==> src/rtl/alu_share_arb.sv <==
// alu_share_arb
//   Two-port arbiter/sequencer for a shared 32-bit ALU. Each port issues an
//   operation (in1, in2, ctrl, sign) over valid/ready. One operation runs at a
//   time: IDLE accepts, EXEC lets the ALU see the registered operands and
//   captures its result, RESP returns the result to the owning port.
//
// Ports
//   clk, reset_n                 clock, async active-low reset
//   reqN_valid/ready             request handshake, N = 0,1
//   reqN_in1/in2/ctrl/sign       request payload
//   respN_valid/ready            response handshake
//   respN_data/zero              captured ALU result and zero flag
//   alu_in1/in2/ctrl/sign        shared ALU operands (always from op register)
//   alu_out/alu_zero             ALU result, combinational from alu_*
//
// Parameter
//   RR  1 = round-robin, 0 = fixed priority with port 0 winning

module alu_share_arb #(
  parameter bit RR = 1'b1
) (
  input  logic        clk,
  input  logic        reset_n,
  // port 0 request
  input  logic        req0_valid,
  output logic        req0_ready,
  input  logic [31:0] req0_in1,
  input  logic [31:0] req0_in2,
  input  logic [4:0]  req0_ctrl,
  input  logic        req0_sign,
  // port 1 request
  input  logic        req1_valid,
  output logic        req1_ready,
  input  logic [31:0] req1_in1,
  input  logic [31:0] req1_in2,
  input  logic [4:0]  req1_ctrl,
  input  logic        req1_sign,
  // port 0 response
  output logic        resp0_valid,
  input  logic        resp0_ready,
  output logic [31:0] resp0_data,
  output logic        resp0_zero,
  // port 1 response
  output logic        resp1_valid,
  input  logic        resp1_ready,
  output logic [31:0] resp1_data,
  output logic        resp1_zero,
  // shared ALU
  output logic [31:0] alu_in1,
  output logic [31:0] alu_in2,
  output logic [4:0]  alu_ctrl,
  output logic        alu_sign,
  input  logic [31:0] alu_out,
  input  logic        alu_zero
);

  localparam int NUM_PORTS = 2;

  typedef struct packed {
    logic [31:0] in1;
    logic [31:0] in2;
    logic [4:0]  ctrl;
    logic        sign;
  } op_t;

  typedef enum logic [1:0] {
    S_IDLE = 2'd0,
    S_EXEC = 2'd1,
    S_RESP = 2'd2
  } state_t;

  state_t                state_q, state_d;
  op_t [NUM_PORTS-1:0]   req_op;
  logic [NUM_PORTS-1:0]  req_vld, req_rdy;
  logic [NUM_PORTS-1:0]  resp_vld, resp_rdy;

  op_t         op_q;
  logic        owner_q;
  logic        last_grant_q;
  logic [31:0] res_q;
  logic        zero_q;

  logic        win;
  logic        accept;
  logic        resp_fire;

  // Gather per-port signals into arrays so the core logic is port-indexed.
  assign req_vld   = {req1_valid, req0_valid};
  assign resp_rdy  = {resp1_ready, resp0_ready};
  assign req_op[0] = '{in1: req0_in1, in2: req0_in2, ctrl: req0_ctrl, sign: req0_sign};
  assign req_op[1] = '{in1: req1_in1, in2: req1_in2, ctrl: req1_ctrl, sign: req1_sign};

  assign {req1_ready, req0_ready}   = req_rdy;
  assign {resp1_valid, resp0_valid} = resp_vld;

  // Both ports see the same result register; only the owner's valid is raised.
  assign resp0_data = res_q;
  assign resp1_data = res_q;
  assign resp0_zero = zero_q;
  assign resp1_zero = zero_q;

  assign alu_in1  = op_q.in1;
  assign alu_in2  = op_q.in2;
  assign alu_ctrl = op_q.ctrl;
  assign alu_sign = op_q.sign;

  // Winner among valid ports. Under contention round-robin picks the port
  // that did not win last time; fixed priority keeps port 0.
  always_comb begin
    win = 1'b0;
    if (req_vld[1] && !req_vld[0])
      win = 1'b1;
    else if ((&req_vld) && RR)
      win = ~last_grant_q;
  end

  assign accept    = (state_q == S_IDLE) && (|req_vld);
  assign resp_fire = (state_q == S_RESP) && resp_rdy[owner_q];

  // FSM: state register
  always_ff @(posedge clk or negedge reset_n) begin
    if (!reset_n) state_q <= S_IDLE;
    else          state_q <= state_d;
  end

  // FSM: next state
  always_comb begin
    state_d = state_q;
    case (state_q)
      S_IDLE:  if (accept)    state_d = S_EXEC;
      S_EXEC:                 state_d = S_RESP;
      S_RESP:  if (resp_fire) state_d = S_IDLE;
      default:                state_d = S_IDLE;
    endcase
  end

  // FSM: outputs
  always_comb begin
    req_rdy  = '0;
    resp_vld = '0;
    if (state_q == S_IDLE && (|req_vld)) req_rdy[win]      = 1'b1;
    if (state_q == S_RESP)               resp_vld[owner_q] = 1'b1;
  end

  // Operand / ownership registers. last_grant resets to 1 so port 0 takes
  // the first contention.
  always_ff @(posedge clk or negedge reset_n) begin
    if (!reset_n) begin
      op_q         <= '0;
      owner_q      <= 1'b0;
      last_grant_q <= 1'b1;
    end else if (accept) begin
      op_q         <= req_op[win];
      owner_q      <= win;
      last_grant_q <= win;
    end
  end

  // Result capture at the end of EXEC; held through RESP and afterwards.
  always_ff @(posedge clk or negedge reset_n) begin
    if (!reset_n) begin
      res_q  <= '0;
      zero_q <= 1'b0;
    end else if (state_q == S_EXEC) begin
      res_q  <= alu_out;
      zero_q <= alu_zero;
    end
  end

endmodule

==> config.mk <==
export PLATFORM = sky130hd
export DESIGN_NAME = alu_share_arb
export DESIGN_NICKNAME = d
export VERILOG_FILES = /design/src/rtl/alu_share_arb.sv
export SDC_FILE = /design/constraint.sdc
export NUM_CORES = 1
export LEC_CHECK = 0
export ABC_AREA = 1
export CORE_ASPECT_RATIO = 0.8
export CORE_MARGIN = 2
export CORE_UTILIZATION = 29
export CTS_CLUSTER_SIZE = 20
export DETAILED_ROUTE_END_ITERATION = 7
export HOLD_SLACK_MARGIN = 0.03
export PLACE_DENSITY = 0.67
export SLEW_MARGIN = 20
export SYNTH_ARGS = -nofsm -noshare
export SYNTH_HDL_FRONTEND = slang
export SYNTH_SLANG_ARGS = --single-unit
==> constraint.sdc <==
create_clock -name clk -period 1.4 [get_ports clk]
set_clock_uncertainty 0.05 [all_clocks]
set_input_delay 0.35 -clock clk [delete_from_list [all_inputs] [get_ports clk]]
set_output_delay 0.35 -clock clk [all_outputs]
set_load 0.01 [all_outputs]
# ---- After elaboration in Yosys (flattened, before gate mapping)
# Index checks and enable logic that the tools add are counted.
dict set report word_totals {
  regBits 107
  input_bits 179
  word_cells 43
}
dict set report classes {
  order_cmp 4
  n_eq_ne 4
  n_mux 15
  bitwise 1
  n_reduce_logical 10
}
# op n
set op_table {}
lappend op_table {{$mux W70} 2}
lappend op_table {{$mux W2} 4}
lappend op_table {{$mux W1} 6}
lappend op_table {{$pmux W2 S3} 1}
lappend op_table {{$logic_and A1 B1 Y1} 5}
lappend op_table {{$lt A1 B2 Y1 const B} 2}
lappend op_table {{$ne A2 B2 Y1 const B} 2}
lappend op_table {{$reduce_and A2 Y1} 2}
lappend op_table {{$demux W1 S1} 2}
lappend op_table {{$eq A2 B1 Y1 const B} 1}
lappend op_table {{$eq A2 B2 Y1 const B} 1}
lappend op_table {{$ge A1 B1 Y1 const B} 2}
lappend op_table {{$logic_not A2 Y1} 1}
lappend op_table {{$reduce_or A2 Y1} 1}
lappend op_table {{$logic_not A1 Y1} 1}
lappend op_table {{$not A1 Y1} 1}

# ---- Longest topological paths before layout
dict set report logic_depth {
  depth_word 8
  ltp_mapped 7
  ltp_nobuf 6
}

# ---- Least setup slack after synthesis
# Ideal clock, no wire load.
dict set report synth_timing {
  kind {register to output}
  start {reg last_grant_q}
  end {out req0_ready}
  arrival_ns 1.129
  t_required_ns 1.000
  path_slack_ns -0.129
  path_stages_with_launch 6
  n_path_buf 1
  cell_sequence {dfstp_2 -> nand2_2 -> nand2_2 -> buf_2 -> inv_1 -> nor2_1}
}
dict set report synth_via {
  elab_chain_len 8
  elab_cells_between_ends 9
}
# item line
set synth_rtl {}
lappend synth_rtl {{from (decl)} 79} ;# logic last_grant_q;
lappend synth_rtl {{from (signal assigned)} 155} ;# last_grant_q <= win;
lappend synth_rtl {{$not A1 Y1 (*)} 114} ;# win = ~last_grant_q;
lappend synth_rtl {{$mux W1 (*)} 113} ;# else if ((&req_vld) && RR)
lappend synth_rtl {{$mux W1 (*)} 111} ;# if (req_vld[1] && !req_vld[0])
lappend synth_rtl {{$lt A1 B2 Y1 (not written as such) / $ge A1 B1 Y1 (equally long branches)} 141} ;# if (state_q == S_IDLE && (|req_vld)) req_rdy[win] = 1'b1;
lappend synth_rtl {{$logic_and A1 B1 Y1 (not written as such)} 141}
lappend synth_rtl {{$mux W1 (not written as such)} 141}
lappend synth_rtl {{$demux W1 S1 (*)} 141}
lappend synth_rtl {{$mux W2 (*)} 141}
lappend synth_rtl {{to (decl)} 26} ;# output logic req0_ready,
# Mark *: on every way between the ends. The rest lies on a longest branch, timed or not.

# ---- Final worst setup path
dict set report layout_timing {
  start {reg state_q[1]}
  end {out req0_ready}
}
dict set report layout_via {
  elab_chain_len 3
}
# item line
set layout_rtl {}
lappend layout_rtl {{from (decl)} 72} ;# state_t state_q, state_d;
lappend layout_rtl {{from (signal assigned)} 123} ;# else state_q <= state_d;
lappend layout_rtl {{$logic_not A2 Y1} 141}
lappend layout_rtl {{$logic_and A1 B1 Y1} 141}
lappend layout_rtl {{$mux W2} 141}
# No other way between the ends.

==> results.cfg <==
[outcome]
outcome = finished, violations left
violations = setup timing

[power_and_ir_drop]
p_switching_w = 0.00805
power_frac_clock = 0.124
ir_worst_vdd_mv = 0.705
p_int_w = 0.0118
combPwrFrac = 0.595
power_frac_seq = 0.280
power.density_mw_per_mm2 = 2030
p_sw_frac = 0.406
total_leakage_power_nw = 5.77

[critical_path]
crit_arrival_ns = 1.37
reg2reg_to = alu_in1[21]$_DFFE_PN0N_
timing.rr.start = state_q[1]$_DFFE_PN0P_
start_kind = register
r2r_setup_slack_ns = -0.34
critPathMaxFanout = 2
crit_path_end_kind = output port
worst_ep_required_time_ns = 1.00
crit_type = reg2out
reg2regPathDepth = 11

[cts]
numCtsBuffers = 9
cts_num_sinks = 107
clk_latency_ns = 0.34
cts_tree = done
clockBufferDepth = 2
cts_max_level = 3
clockRootBuffer = clkbuf_16
clkTransAtPathRegs_ns = 0.07

[global_routing]
antenna_found_initial = 0
grt_usage = 0.187
grt_pass1_vias = 5399
grt_overflow = 0
grt_max_degree = 71
grt_pass1_wl_um = 29000

[detailed_routing]
drc = 0
ant_nets = 0
dr.pass1.iters = 4
avgViaCountPerCell = 4.57
wire_per_inst_um = 16.2
vias = 5853
wl_um = 20800
drt_iter0_markers = 276

[die]
pin_count = 319
die_w_um = 156
start_util = 0.295
die_h_um = 125
row_count = 44
core_area_mm2 = 0.0181
die_area_mm2 = 0.0195

[finish]
antenna_cells = 0
layout_common_cells = 355 x nand2_1, 175 x clkdlybuf4s50_1, 105 x dfrtp_1
fillers = 1739
final_util = 0.540
instances_no_fill = 1280
drive_gt1_frac = 0.223
syn2layout_area_growth_pct = 83.1
final_nets = 1224
seqCellArea_mm2 = 0.00268
multi_input_area_mm2 = 0.00245
layout_commonest_cell = nand2_1

[yosys]
syn-num-nets = 909
ys_warn_count = 0
avgSynthCellArea_um2 = 7.32
syn_inst = 730
netlist_area_mm2 = 0.00534
synth_cell_types = 15
ys_seq_area_frac = 0.502
synth-seq-cells = 107

[flow_run]
max_cap_viol_count = 0

[timing]
rsz0062_at_grt = true
min_period_ns = 1.77
worst_hold_slack_ns = 0.388
max_slew.worst_pin.slew_ns = 0.515
setup_viol = 77
fin_ws_ns = -0.366
period_share = 1.26
fmax_mhz = 566
finalHoldViolCount = 0
slew_viol_final = 0
relSlewSlack = 0.657

[placed_design]
pre_cts_slack_ns = -0.775
place_hpwl_um = 13000
dp.cells = 1221
globalplace.congestion = 0.790
place.port_buffers = 318

[worst_hold_path]
hold_path.class = in2async
==> state kept, by name, summed over array words and instances, names as in the netlist <==
| name | count |
|---|---|
| alu_ctrl | 5 |
| resp0_data | 32 |
| alu_sign | 1 |
| owner_q | 1 |
| state_q | 2 |
| alu_in1 | 32 |
| last_grant_q | 1 |
| resp0_zero | 1 |
| alu_in2 | 32 |
==> power groups by stage <==
stage	combinational, W	clock [W]	sequential (W)
CTS	0.0103	0.00254	0.00555
global route	0.0127	0.00266	0.00575
finish	0.0118	0.00246	0.00555
global placement	0.00958	0	0.00558
floorplan	0.00415	0	0.00614
detailed placement	0.00969	0	0.00560
==> metrics by stage <==
stage	power [W]	setup TNS, ns	instance area, um2
floorplan	0.0103	-0.00382	5360
global placement	0.0152	-51.44	8560
detailed placement	0.0153	-55.04	8560
CTS	0.0183	-41.60	9060
global route	0.0211	-24.59	9780
finish	0.0198	-20.57	9780
==> layout make-up <==
| type | count | share of cell area |
|---|---|---|
| Clock buffer | 12 | 0.0252 |
| Clock inverter | 4 | 0.00333 |
| Inverter | 6 | 0.00499 |
| Multi-Input combinational cell | 537 | 0.250 |
| Sequential cell | 107 | 0.274 |
| Tap cell | 230 | 0.0294 |
| Timing Repair Buffer | 383 | 0.411 |
| Timing Repair inverter | 1 | 0.00166 |
==> worst max-delay path by stage <==
stage,end,startpoint,cells after the start
finish,req0_ready,state_q[1]$_DFFE_PN0P_,5
floorplan,req0_ready,last_grant_q$_DFFE_PN1N_,5
global placement,req0_ready,req0_valid,5
global route,req0_ready,state_q[1]$_DFFE_PN0P_,5
CTS,req0_ready,state_q[1]$_DFFE_PN0P_,5
detailed placement,req0_ready,req0_valid,5
==> cell usage after synthesis <==
| master | count | share of area |
|---|---|---|
| clkinv_1 | 1 | 0.00070 |
| buf_2 | 21 | 0.020 |
| o21ai_2 | 1 | 0.0016 |
| buf_1 | 4 | 0.0028 |
| buf_4 | 41 | 0.058 |
| nand2_2 | 2 | 0.0023 |
| nand2_1 | 424 | 0.30 |
| nor2_2 | 1 | 0.0012 |
| nor2_1 | 5 | 0.0035 |
| dfrtp_1 | 106 | 0.50 |
| inv_2 | 1 | 0.00070 |
| nand3_1 | 104 | 0.097 |
| inv_1 | 4 | 0.0028 |
| clkbuf_1 | 14 | 0.0098 |
| dfstp_2 | 1 | 0.0049 |
==> critical path, stage by stage (launching register included) <==
cell and delay [ns]:
dfrtp_1 0.43, nor2_4 0.17, o21ai_4 0.08, buf_6 0.12, nor2_4 0.09, buf_6 0.11
==> what timing repair did <==
item | in CTS | in global routing
gates cloned | 3 | 16
gates resized for setup | 282 | 224
setup endpoints to repair | 246 | 223
pin swaps | 3 | 58
hold buffers | 1 | 0
buffers inserted | 17 | 14
hold endpoints to repair | 16 | 0
==> routing by layer <==
| metal | global-route usage | up-vias | wire, um | part of all wire |
|---|---|---|---|---|
| met5 | 0 | - | 0 | 0 |
| met4 | 0.0432 | 0 | 325 | 0.016 |
| met3 | 0.0659 | 22 | 1680 | 0.081 |
| met2 | 0.317 | 242 | 10100 | 0.49 |
| met1 | 0.229 | 2722 | 8660 | 0.42 |
| li1 | - | 2867 | - | - |
==> kinds of logic after synthesis <==
family	synth area share
AO/OA/AOI/OAI	0.00164
buffers and inverters	0.0942
flip-flops	0.502
AND/OR/NAND/NOR	0.403
(Power assumes the default switching activity.)
